### config.mk
export PLATFORM = sky130hd
export DESIGN_NAME = pcie_ib_loader
export DESIGN_NICKNAME = d
export VERILOG_FILES = /design/src/rtl/pcie_ib_loader.sv
export SDC_FILE = /design/constraint.sdc
export NUM_CORES = 1
export LEC_CHECK = 0
export ABC_CLOCK_PERIOD_IN_PS = 4900
export BUFFER_PORTS_ARGS = -buffer_cell sky130_fd_sc_hd__buf_2
export CAP_MARGIN = 0
export CORE_MARGIN = 3
export CORE_UTILIZATION = 50
export DETAILED_ROUTE_END_ITERATION = 16
export PLACE_DENSITY = 0.79
export SETUP_SLACK_MARGIN = 0.2
export SLEW_MARGIN = 20
export SYNTH_ARGS = -nofsm -noshare
export SYNTH_HDL_FRONTEND = slang
export SYNTH_SLANG_ARGS = --single-unit
### constraint.sdc
create_clock -name clk -period 4.9 [get_ports clk]
set_input_delay 0.735 -clock clk [delete_from_list [all_inputs] [get_ports clk]]
set_output_delay 0.735 -clock clk [all_outputs]
set_load 0.01 [all_outputs]
### src/rtl/pcie_ib_loader.sv
// Inbound packet loader feeding the Crypto block.
// Takes 128-bit beat packets from the PCIe RX path and hands each packet to a free
// crypto channel, chosen round-robin. The beats go into that channel's buffer window.
// Then the channel's IbPCIeValid is raised. It stays high until Crypto acknowledges on
// IbIPSECValid.
module pcie_ib_loader #(
  parameter int            NUM_CH    = 8,
  parameter int            DW        = 128,
  parameter int            AW        = 32,
  parameter logic [AW-1:0] BUF_BASE  = 32'h0000_0000,
  parameter logic [AW-1:0] CH_STRIDE = 32'h0000_1000,
  parameter int            MAX_BEATS = 256,
  parameter int            LENW      = 9
) (
  input  logic                   clk,
  input  logic                   rst_n,
  input  logic [DW-1:0]          InData,
  input  logic                   InValid,
  input  logic                   InLast,
  output logic                   InReady,
  output logic                   BufWrEn,
  output logic [AW-1:0]          BufWrAddr,
  output logic [DW-1:0]          BufWrData,
  output logic [NUM_CH-1:0]      IbPCIeValid,
  output logic [NUM_CH*LENW-1:0] IbLen,
  input  logic [NUM_CH-1:0]      IbIPSECValid,
  output logic                   OvfErr
);

  localparam int CHW = (NUM_CH > 1) ? $clog2(NUM_CH) : 1;

  typedef enum logic [1:0] {
    IDLE   = 2'd0,
    LOAD   = 2'd1,
    COMMIT = 2'd2
  } stateT;

  stateT                   stateR, stateS;
  logic [CHW-1:0]          chR, chS;
  logic [CHW-1:0]          rrR;
  logic [LENW-1:0]         cntR;
  logic                    readyR;
  logic                    wrEnR;
  logic [AW-1:0]           wrAddrR;
  logic [DW-1:0]           wrDataR;
  logic                    ovfR;
  logic [NUM_CH-1:0]       validR, validS;
  logic [NUM_CH*LENW-1:0]  lenR;
  logic                    freeFoundS;
  logic [CHW-1:0]          freeChS;
  logic                    acceptS;

  // A beat is taken only while the loader advertises ready, and that happens only in LOAD.
  assign acceptS = InValid & readyR;

  // Round-robin search for the first channel without a pending packet, starting at rrR.
  always_comb begin
    int idx;
    freeFoundS = 1'b0;
    freeChS    = '0;
    idx        = 0;
    for (int i = 0; i < NUM_CH; i++) begin
      idx = int'(rrR) + i;
      if (idx >= NUM_CH) begin
        idx = idx - NUM_CH;
      end else begin
        idx = idx;
      end
      if (!freeFoundS && !validR[idx]) begin
        freeFoundS = 1'b1;
        freeChS    = CHW'(idx);
      end else begin
        freeFoundS = freeFoundS;
      end
    end
  end

  // Next-state logic for the allocate / load / commit sequence.
  always_comb begin
    stateS = stateR;
    chS    = chR;
    case (stateR)
      IDLE: begin
        if (freeFoundS) begin
          stateS = LOAD;
          chS    = freeChS;
        end else begin
          stateS = IDLE;
        end
      end
      LOAD: begin
        if (acceptS && InLast) begin
          stateS = COMMIT;
        end else begin
          stateS = LOAD;
        end
      end
      COMMIT:  stateS = IDLE;
      default: stateS = IDLE;
    endcase
  end

  // Pending-packet flags: an acknowledge clears only a flag that is set; commit sets the loaded channel.
  always_comb begin
    validS = validR & ~IbIPSECValid;
    if (stateR == COMMIT) begin
      validS[chR] = 1'b1;
    end else begin
      validS = validS;
    end
  end

  // State, datapath and channel bookkeeping registers.
  always_ff @(posedge clk or negedge rst_n) begin
    if (!rst_n) begin
      stateR  <= IDLE;
      chR     <= '0;
      rrR     <= '0;
      cntR    <= '0;
      readyR  <= 1'b0;
      wrEnR   <= 1'b0;
      wrAddrR <= '0;
      wrDataR <= '0;
      ovfR    <= 1'b0;
      validR  <= '0;
      lenR    <= '0;
    end else begin
      stateR <= stateS;
      chR    <= chS;
      readyR <= (stateS == LOAD);
      validR <= validS;
      wrEnR  <= 1'b0;
      ovfR   <= 1'b0;
      if (stateR == IDLE && freeFoundS) begin
        cntR <= '0;
      end else if (acceptS) begin
        if (cntR < LENW'(MAX_BEATS)) begin
          wrEnR   <= 1'b1;
          wrDataR <= InData;
          wrAddrR <= BUF_BASE + (AW'(chR) * CH_STRIDE) + (AW'(cntR) << 4);
          cntR    <= cntR + LENW'(1);
        end else begin
          // The window is full, so the beat is consumed but not written.
          ovfR <= 1'b1;
        end
      end
      if (stateR == COMMIT) begin
        lenR[chR*LENW +: LENW] <= cntR;
        rrR <= (chR == CHW'(NUM_CH - 1)) ? CHW'(0) : chR + CHW'(1);
      end
    end
  end

  assign InReady     = readyR;
  assign BufWrEn     = wrEnR;
  assign BufWrAddr   = wrAddrR;
  assign BufWrData   = wrDataR;
  assign IbPCIeValid = validR;
  assign IbLen       = lenR;
  assign OvfErr      = ovfR;

endmodule

=== Word level (Yosys, flattened, before mapping) ===
Index checks and enable logic that the tools add are counted.

* Multiply operators: 1
* Equality and inequality tests: 4
* $lt $le $gt $ge: 19
* Divide/modulo/power cells: 0
* $add $sub $neg: 19
* Bitwise logic cells: 5
* Reduce and logical (&&, ||, !) cells: 29
* Mux-type cells: 65
* Shifts and indexed selects: 2

{| class="wikitable"
|+ Operators by type and width
! cell !! count
|-
| 32-bit by 5-bit < comparator with 1-bit output, second input constant || 8
|-
| 32-bit two-way mux || 8
|-
| 72-bit bitwise mux || 1
|-
| 9-bit by 34-bit variable shift with 72-bit output, first input constant || 1
|-
| 9-bit by 34-bit indexed part select with 72-bit output || 1
|-
| 4-bit by 4-bit subtractor with 5-bit output, second input constant || 7
|-
| 7-bit negation with 34-bit output || 1
|-
| 1-bit two-way mux || 32
|-
| 4-bit >= comparator, second input constant || 7
|-
| 3-bit two-way mux || 9
|-
| 9-bit two-way mux || 3
|-
| 1-bit binary-select mux with 3-bit select || 8
|-
| 15-bit by 13-bit adder with 16-bit output || 1
|-
| 3-bit by 3-bit adder with 4-bit output, second input constant || 4
|-
| 1-bit zero test || 13
|-
| 1-bit logical AND || 10
|-
| 9-bit by 1-bit adder with 9-bit output, second input constant || 1
|-
| 9-bit < comparator, second input constant || 1
|-
| 3-bit by 2-bit adder with 4-bit output, second input constant || 2
|-
| 8-bit bitwise AND || 1
|-
| 8-bit two-way mux || 1
|-
| 8-bit inverter || 1
|-
| 8-bit OR || 1
|-
| 3-bit by 4-bit multiplier with 7-bit output, second input constant || 1
|-
| 18 further kinds || 21
|}

* Memories kept: 0
* Word-level logic and storage cells: 155
* Input bits: 140
* Output and inout bits: 243
* Flip-flop bits (word level): 260
* Bits in latches: 0
* Bits in read-only memories: 0
* Bits in writable memories: 0

=== Depth between registers and ports, before layout ===
Gate-level depths: netlist of the first run.

* Depth in word-level cells: 30
* Depth in mapped cells: 16

=== Worst setup path after synthesis of the first run ===
No wires, ideal clock.

* Path kind: register -> register
* Start point: reg rrR[1]
* End point: reg wrDataR[118] (netlist: BufWrData[118])
* Setup time: 0.125 ns
* Data arrival time: 3.505 ns
* Buffers on the path: 7
* Slack: 1.270 ns
* Required time: 4.775 ns
* Cell stages (with the launch flop): 17
* Clock period less this slack: 3.630 ns
* Cell sequence: dfrtp_1 buf_4 buf_2 inv_1 ha_1 buf_4 mux2_2 o31ai_1 a211oi_1 o211ai_2 o41a_1 buf_6 nand2b_4 buf_6 buf_8 buf_6 mux2_4

* Longest elaborated chain between the ends: 30
* Elaborated cells on any way between the ends: 86
* Those cells by class: add/sub: 15; order compare: 8; mux: 40; bitwise: 1; reduce/logical: 22

{| class="wikitable"
|+ RTL lines
! item !! line !! source
|-
| start, declared || 40 || <nowiki>logic [CHW-1:0] rrR;</nowiki>
|-
| start signal, assigned || 149 || <nowiki>rrR <= (chR == CHW'(NUM_CH - 1)) ? CHW'(0) : chR + CHW'(1);</nowiki>
|-
| 3-bit by 1-bit adder with 4-bit output || 63 || <nowiki>idx = int'(rrR) + i;</nowiki>
|-
| 4-bit by 4-bit subtractor with 5-bit output / 4-bit >= comparator (equally long branches) || 65, 64 ||
|-
| 32-bit two-way mux || 64 || <nowiki>if (idx >= NUM_CH) begin</nowiki>
|-
| 1-bit binary-select mux with 3-bit select || 69 || <nowiki>if (!freeFoundS && !validR[idx]) begin</nowiki>
|-
| 1-bit two-way mux (not written as such) (2 in a row) || 69 ||
|-
| 1-bit zero test || 69 ||
|-
| 1-bit logical AND || 69 ||
|-
| 1-bit two-way mux || 69 ||
|-
| (+13 left out) || - ||
|-
| 1-bit logical AND || 69 ||
|-
| 1-bit two-way mux || 69 ||
|-
| 1-bit zero test || 69 ||
|-
| 1-bit logical AND || 69 ||
|-
| 1-bit two-way mux * || 69 ||
|-
| 1-bit logical AND * || 134 || <nowiki>if (stateR == IDLE && freeFoundS) begin</nowiki>
|-
| 1-bit inverter (no source line) * || - ||
|-
| 3-bit AND reduction (no source line) * || - ||
|-
| end signal, assigned || 139 || <nowiki>wrDataR <= InData;</nowiki>
|-
| end, declared || 45 || <nowiki>logic [DW-1:0] wrDataR;</nowiki>
|}

Mark *: on every way between the ends. The rest lies on a longest branch, timed or not. The select of a mux whose other input is x is not followed.
A chain may end at the register's enable or synchronous reset.

=== Worst setup path after layout of the first run ===
* Start point: reg rrR[1]
* End point: reg wrDataR[0] (netlist: BufWrData[0])

The elaborated chain is that of the path after synthesis.

==> results.md, run 1 <==
- Worst Skew: 0.00836 ns
- Hold slack: 0.320 ns
- Synthesized area: 10700 um2
- Finished Layout Cells: 1454
- Post-synthesis sequential area ratio: 0.560
- Port bufs: 362
- Starting Density: 0.520
- Postcts setup bufs: 0
- WS Path Type: reg2reg
- DR iter-0 viols: 576
- Origin of the worst setup path: rrR[1]
- Hold/Removal Path Class: in2async
- Setup crit start kind: flop
- Die Span Y: 152 um
- Routed length on met3: 2340 um
- Dpl cells: 1405
- Pwr dens: 604 nW/um2
- Post-synth EDFFs: 0
- Die width: 152 um
- Worst slew pin tran: 0.966 ns
- Most frequent cells in the layout: 361 x buf_2, 240 x dfrtp_1, 89 x mux2_4, 84 x nand2_1, 72 x mux2_2
- # hold bufs at CTS: 0
- MaxCap Viol Count: 0
- Period utilisation layout: 0.766
- Pint: 5350 uW
- Crit Path Max Fanout: 38
- CP arrival: 4.14 ns
- Total CTS buffers: 25
- Io pins: 383
- Vias per Instance: 5.38
- Final core utilization: 0.653
- Sw Share: 0.342
- Max Slew Vio Count: 0
- Tot Pwr: 8140 uW
- Global Route Usage Sum: 0.256
- Data required, critical path: 5.28 ns
- Synthesis Warnings: 0
- Register bit total from synthesis: 240
- Routability congestion estimate: 0.933
- Synth Flop Type: dfrtp_1
- Initial antenna violation count: 6
- FF+latch area: 6010 um2
- Vias: 7819
- Final hold violation count: 0
- Flop pwr share: 0.383
- # setup viols final: 0
- Leak: 0.00699 uW
- DR DRC count: 0
- Leading cell type in the layout, fill and taps excluded: buf_2
- Final WL: 31000 um
- Global-route wire length before repair: 47100 um
- Clock latency on the worst-skew pair: 0.50 ns
- Cells on worst reg2reg path: 10
- Slew HR: 0.356
- Post_cts resized: 0
- Peak supply drop: 0.403 mV
- Fmax achieved: 0.266 GHz
- Status: complete, no violations
- Synth async-reset ratio: 1.00
- Metal-1 WL: 12200 um
- Die footprint: 23200 um2
- Setup crit end kind: flop
- Net Switching: 2780 uW
- Clk root buf: clkbuf_16
- Fillcell total: 1501
- RR Startpoint: rrR[1]
- Met2 WL: 15400 um
- CTS clock-pin slew for the worst setup and hold paths: 0.06 ns
- HPWL Detailed: 22800 um
- Top routing layer in use: met5
- Core area: 20600 um2
- RSZ-0062 raised after global routing: no
- Fin crit period: 3.75 ns
- Longest Clk Path Bufs: 3
- Nets@finish: 1314
- Cell Rows: 52
- DRT antenna net count: 0
- Combinational share of power: 0.384
- WL per Instance: 21.3 um
- Final setup TNS: 0 ns
- Clock power share: 0.233
- Vias in the first global route: 7816
- Largest net degree at the start of global routing: 125
- TritonCTS clock tree: yes
- Clk sinks: 240
- Layout cells sized above 1: 0.500
- Overflow after GRT: 0
- DRT Pass-1 Iters: 5
- Cells after synthesis: 805
- Synth unique cells: 53
- H-tree depth: 1
- Area occupied by multi-input gates: 4250 um2
- Syn_area_per_cell: 13.3 um2
- Syn-to-layout area delta: 25.7%
-- flip-flops by register name, indices dropped and copies added (netlist names), 2 cells and up --
signal / cells
stateR: 2
IbLen: 72
chR: 3
IbPCIeValid: 8
BufWrAddr: 12
cntR: 9
BufWrData: 128
rrR: 3
-- critical path: stages, from the launching register on --
cell	delay, ns
dfrtp_1	0.34
inv_1	0.11
ha_1	0.63
mux4_2	0.56
o21ai_0	0.16
a211oi_1	0.08
o211ai_2	0.27
o41a_1	0.22
nand2b_4	0.48
buf_12	0.35
mux2_2	0.38
-- kinds of logic (layout without fill, tap and decap cells) --
family / count (synthesis) / in the layout / share of synthesized area
AOI/OAI and AO/OA: 111 / 111 / 0.0608
xor gates and xnor gates: 14 / 14 / 0.0114
adders and majority gates: 12 / 12 / 0.0140
buffers and inverters: 84 / 439 / 0.0505
DFF: 240 / 240 / 0.560
muxes: 189 / 189 / 0.240
other: 1 / 25 / 0.000350
and+or+nand+nor: 154 / 154 / 0.0625
-- area by class of cell --
class / count / share of cell area
multi-input cells: 500 / 0.315
diodes: 5 / 0.000929
inverters: 21 / 0.00604
clock inverters: 7 / 0.00659
clock buffers: 37 / 0.0550
well taps: 270 / 0.0251
repair buffers: 374 / 0.146
flip-flops and latches: 240 / 0.446
-- power groups by stage --
stage | Combinational (uW) | Clock [uW] | Sequential [uW]
after floorplan | 1870 | 0 | 3270
after global placement | 3040 | 0 | 3090
after detailed placement | 3120 | 0 | 3130
after CTS | 3140 | 1930 | 3100
after global routing | 3330 | 2020 | 3190
final | 3120 | 1900 | 3120
-- per-layer routing --
metal / vias up / global-route usage
met3: 60 / 0.0599
met2: 355 / 0.432
met4: 2 / 0.0878
met1: 3888 / 0.328
met5: - / 0
li1: 3514 / -
-- cell usage after synthesis, types with 8 or more instances --
master    instances  area (um2)
dfrtp_1         240        6010
mux2_4           89        1340
nand2_1          84         315
mux2_2           72         811
o21ai_0          65         325
nor2_1           27         101
buf_4            22         165
inv_1            20        75.1
clkbuf_1         18        67.6
nand3_1          18        90.1
mux2i_1          17         170
ha_1             12         150
a21oi_1          11        55.1
buf_8             9         135
o22ai_1           9        56.3
xor2_1            9        78.8
mux4_2            8         180
-- worst paths after layout --
path                            slack [ns]             end
worst max-delay path                  1.15    BufWrData[0]
worst min-delay path                  0.32   BufWrData[16]
worst max register to register        1.15    BufWrData[0]
worst min register to register        0.47       stateR[1]
max in group asynchronous             3.49       IbLen[41]
min in group clk                      0.41  IbPCIeValid[2]
-- per-stage QoR --
step | worst slack, ns | instance area [um2]
3_3_place_gp | 1.25 | 12600
3_5_place_dp | 1.19 | 12600
5_1_grt | 0.882 | 13500
4_1_cts | 1.18 | 13500
6_report | 1.15 | 13500
2_1_floorplan | 1.27 | 10800
Power figures use the tool's default switching activity.
==> inputs of run 2 (changes only) <==
--- a/config.mk
+++ b/config.mk
@@ -5,13 +5,14 @@
 export SDC_FILE = /design/constraint.sdc
 export NUM_CORES = 1
 export LEC_CHECK = 0
-export ABC_CLOCK_PERIOD_IN_PS = 4900
+export ABC_AREA = 1
+export ABC_CLOCK_PERIOD_IN_PS = 3650
 export BUFFER_PORTS_ARGS = -buffer_cell sky130_fd_sc_hd__buf_2
 export CAP_MARGIN = 0
 export CORE_MARGIN = 3
 export CORE_UTILIZATION = 50
 export DETAILED_ROUTE_END_ITERATION = 16
-export PLACE_DENSITY = 0.79
+export PLACE_DENSITY = 0.8
 export SETUP_SLACK_MARGIN = 0.2
 export SLEW_MARGIN = 20
 export SYNTH_ARGS = -nofsm -noshare
==> constraint.sdc (replaced) <==
create_clock -name clk -period 3.65 [get_ports clk]
set_input_delay 0.5475 -clock clk [delete_from_list [all_inputs] [get_ports clk]]
set_output_delay 0.5475 -clock clk [all_outputs]
set_load 0.01 [all_outputs]
==> results.md, run 2 <==
- Status: complete, no violations
- Setup crit end kind: flop
- Worst path max stage delay: 0.49 ns (-0.14 ns)
- Leak: 0.00744 uW (+6.4%)
- Global Route Usage Sum: 0.264 (+0.00823)
- Buffers plus inverters on the worst setup path: 4 (+2)
- Fmax achieved: 0.324 GHz (+22%)
- Number of flip-flops in the largest register: 128 (unchanged)
- Port bufs: 362 (unchanged)
- Final setup TNS: 0 ns (unchanged)
- CP arrival: 3.56 ns (-0.58 ns)
- RR Startpoint: rrR[0]
- Syn-to-layout area delta: 26.8%
- Top-count cell post-synth: nand2_1
- DRT antenna net count: 0 (unchanged)
- Top-area cell type share of the netlist area: 0.586 (+0.0258)
- Cells after synthesis: 1182 (+47%)
- Pint: 6290 uW (+17%)
- Worst path top cell family by delay: simple AND/OR/NAND/NOR gates
- Pre-CTS setup slack: 0.460 ns (-0.726 ns)
- Longest Clk Path Bufs: 3 (unchanged)
- Vias: 9027 (+15%)
- Postcts setup bufs: 0 (unchanged)
- CTS clock-pin slew for the worst setup and hold paths: 0.06 ns (about the same)
- Overflow after GRT: 0 (unchanged)
- WL per Instance: 16.4 um (-23%)
- Final WL: 30000 um (-3.3%)
- Global-route wire length before repair: 47200 um (+0.17%)
- Cell Rows: 51 (-1.9%)
- Post-synth EDFFs: 0 (unchanged)
- Clock latency on the worst-skew pair: 0.53 ns (+0.03 ns)
- Syn_area_per_cell: 8.67 um2 (-35%)
- H-tree depth: 1 (unchanged)
- Hold/Removal Path Class: in2async
- Vias in the first global route: 9072 (+16%)
- Synth unique cells: 35 (-34%)
- Crit Path Max Fanout: 71 (+87%)
- # hold bufs at CTS: 0 (unchanged)
- Sw Share: 0.398 (+0.0557)
- Core area: 19800 um2 (-4.1%)
- Layout cells sized above 1: 0.279 (-0.221)
- Clk sinks: 240 (unchanged)
- Clock power share: 0.234 (about the same)
- Synthesized area: 10300 um2 (-4.4%)
- Total CTS buffers: 25 (unchanged)
- Slew HR: 0.501 (+0.145)
- TritonCTS clock tree: yes
- Nets@finish: 1690 (+29%)
- Pwr dens: 804 nW/um2 (+33%)
- CP most frequent cell: nand2_1
- Register bit total from synthesis: 240 (unchanged)
- Starting Density: 0.518 (-0.00168)
- Synth cell count leaders: 577 x nand2_1, 240 x dfrtp_1, 57 x nor2_1
- DR iter-0 viols: 671 (+16%)
- Setup crit start kind: flop
- Initial antenna violation count: 6 (unchanged)
- Area contributors post-synth: dfrtp_1 59%, nand2_1 21%, o21ai_0 2.6%
- Final worst slack: 0.563 ns (-0.584 ns)
- Most frequent cells in the layout: 577 x nand2_1, 361 x buf_2, 238 x dfrtp_1, 57 x nor2_1, 53 x o21ai_0
- Period utilisation layout: 0.846 (+0.0798)
- Leading cell type in the layout, fill and taps excluded: nand2_1
- Slowest-stage cell, CP: dfrtp_2
- WS Path Type: reg2reg
- Net Switching: 4160 uW (+49%)
- Finished Layout Cells: 1827 (+26%)
- DRT Pass-1 Iters: 6 (+1)
- Clk root buf: clkbuf_16
- MaxCap Viol Count: 0 (unchanged)
- RSZ-0062 raised after global routing: no
- Die Span Y: 149 um (-2.1%)
- Final hold violation count: 0 (unchanged)
- Tot Pwr: 10400 uW (+28%)
- Vias per Instance: 4.94 (-8.1%)
- Origin of the worst setup path: rrR[0]
- Io pins: 383 (unchanged)
- Dpl cells: 1776 (+26%)
- Synthesis Warnings: 0 (unchanged)
- Combinational share of power: 0.377 (-0.007)
- Die footprint: 22300 um2 (-4.2%)
- Synth async-reset ratio: 1.00 (unchanged)
- Largest net degree at the start of global routing: 90 (-28%)
- Area leader, netlist: dfrtp_1
- Max Slew Vio Count: 0 (unchanged)
- Post-synthesis sequential area ratio: 0.586 (+0.0258)
- Worst slew pin tran: 0.746 ns (-0.219 ns)
- Data required, critical path: 4.12 ns (-1.16 ns)
- Fin crit period: 3.09 ns (-0.666 ns)
- HPWL Detailed: 21700 um (-4.7%)
- Fillcell total: 1651 (+10%)
- Worst Skew: 0.0153 ns (+0.00693 ns)
- Synth Flop Type: dfrtp_1
- Peak supply drop: 0.438 mV (+8.5%)
- Flop pwr share: 0.389 (+0.006)
- # setup viols final: 0 (unchanged)
- Worst path cell trace: inv_2, ha_1, inv_1, nand3_1, nand3_1, nand2_1, nand4_2, nor2_4, nand4_2, nand2_4, nand2_4, inv_4, buf_12, nand2_1, nand2_1
- Routability congestion estimate: 0.912 (-2.2%)
- Die width: 149 um (-2.1%)
- DR DRC count: 0 (unchanged)
==> run 2: worst reg2reg max path: stages, from the launching register on <==
cell and delay, ns:
dfrtp_2 0.49, inv_2 0.16, ha_1 0.41, inv_1 0.15
nand3_1 0.14, nand3_1 0.08, nand2_1 0.15, nand4_2 0.15
nor2_4 0.17, nand4_2 0.14, nand2_4 0.15, nand2_4 0.20
inv_4 0.17, buf_12 0.27, nand2_1 0.15, nand2_1 0.07
==> run 2: kinds of logic after synthesis <==
family | after synthesis | share of synthesized area
flops | 240 | 0.586
fa+ha+maj | 12 | 0.0146
simple gates | 704 | 0.272
mux | 5 | 0.00549
other cells | 1 | 0.000366
xor+xnor | 8 | 0.00757
buf+inv | 125 | 0.0655
compound gates | 87 | 0.0489
==> run 2: worst paths after layout <==
| check | end | slack [ns] | cells after the start |
|---|---|---|---|
| worst max register to register | BufWrData[109] | 0.56 | 15 |
| worst min register to register | IbLen[71] | 0.47 | 2 |
| max in group asynchronous | IbLen[25] | 2.67 | 2 |
| min in group clk | BufWrData[97] | 0.20 | 3 |
| worst min-delay path | IbPCIeValid[5] | 0.01 | 1 |
| worst max-delay path | BufWrData[109] | 0.56 | 15 |
==> run 2: area by class of cell <==
class | instances | area [um2] | share of cell area
tap | 265 | 332 | 0.0255
sequential | 240 | 6010 | 0.462
antenna | 6 | 15.0 | 0.00116
clock inverter | 7 | 50.0 | 0.00385
clock buffer | 38 | 734 | 0.0565
timing repair buffer | 375 | 1980 | 0.153
multi-input combinational | 836 | 3640 | 0.281
inverter | 60 | 228 | 0.0175
==> run 2: per-layer routing <==
metal	GRT usage	vias up	share of wire
li1	-	4354	-
met1	0.341	4279	0.40
met2	0.434	339	0.49
met3	0.0708	55	0.085
met4	0.0957	0	0.028
met5	0	-	0
==> run 2: metrics by stage <==
stage                util  hold slack (ns)  area, um2
floorplan               -            0.252      10300
global placement    0.616            0.449      12200
detailed placement  0.616            0.455      12200
CTS                 0.656           0.0378      13000
global route        0.657           0.0597      13000
finish              0.657           0.0119      13000
==> run 2: power by group through the flow <==
stage	clock network [uW]	logic (uW)	registers [uW]
2_1_floorplan	0	2110	4370
3_3_place_gp	0	3880	4050
3_5_place_dp	0	3980	4050
4_1_cts	2480	3980	4050
5_1_grt	2600	4450	4170
6_report	2450	3940	4060
==> run 2: timing repair <==
action / CTS / global route
setup endpoints to repair: 0 / 133
gates resized for setup: 0 / 2
endpoints found under the hold margin: 0 / 0
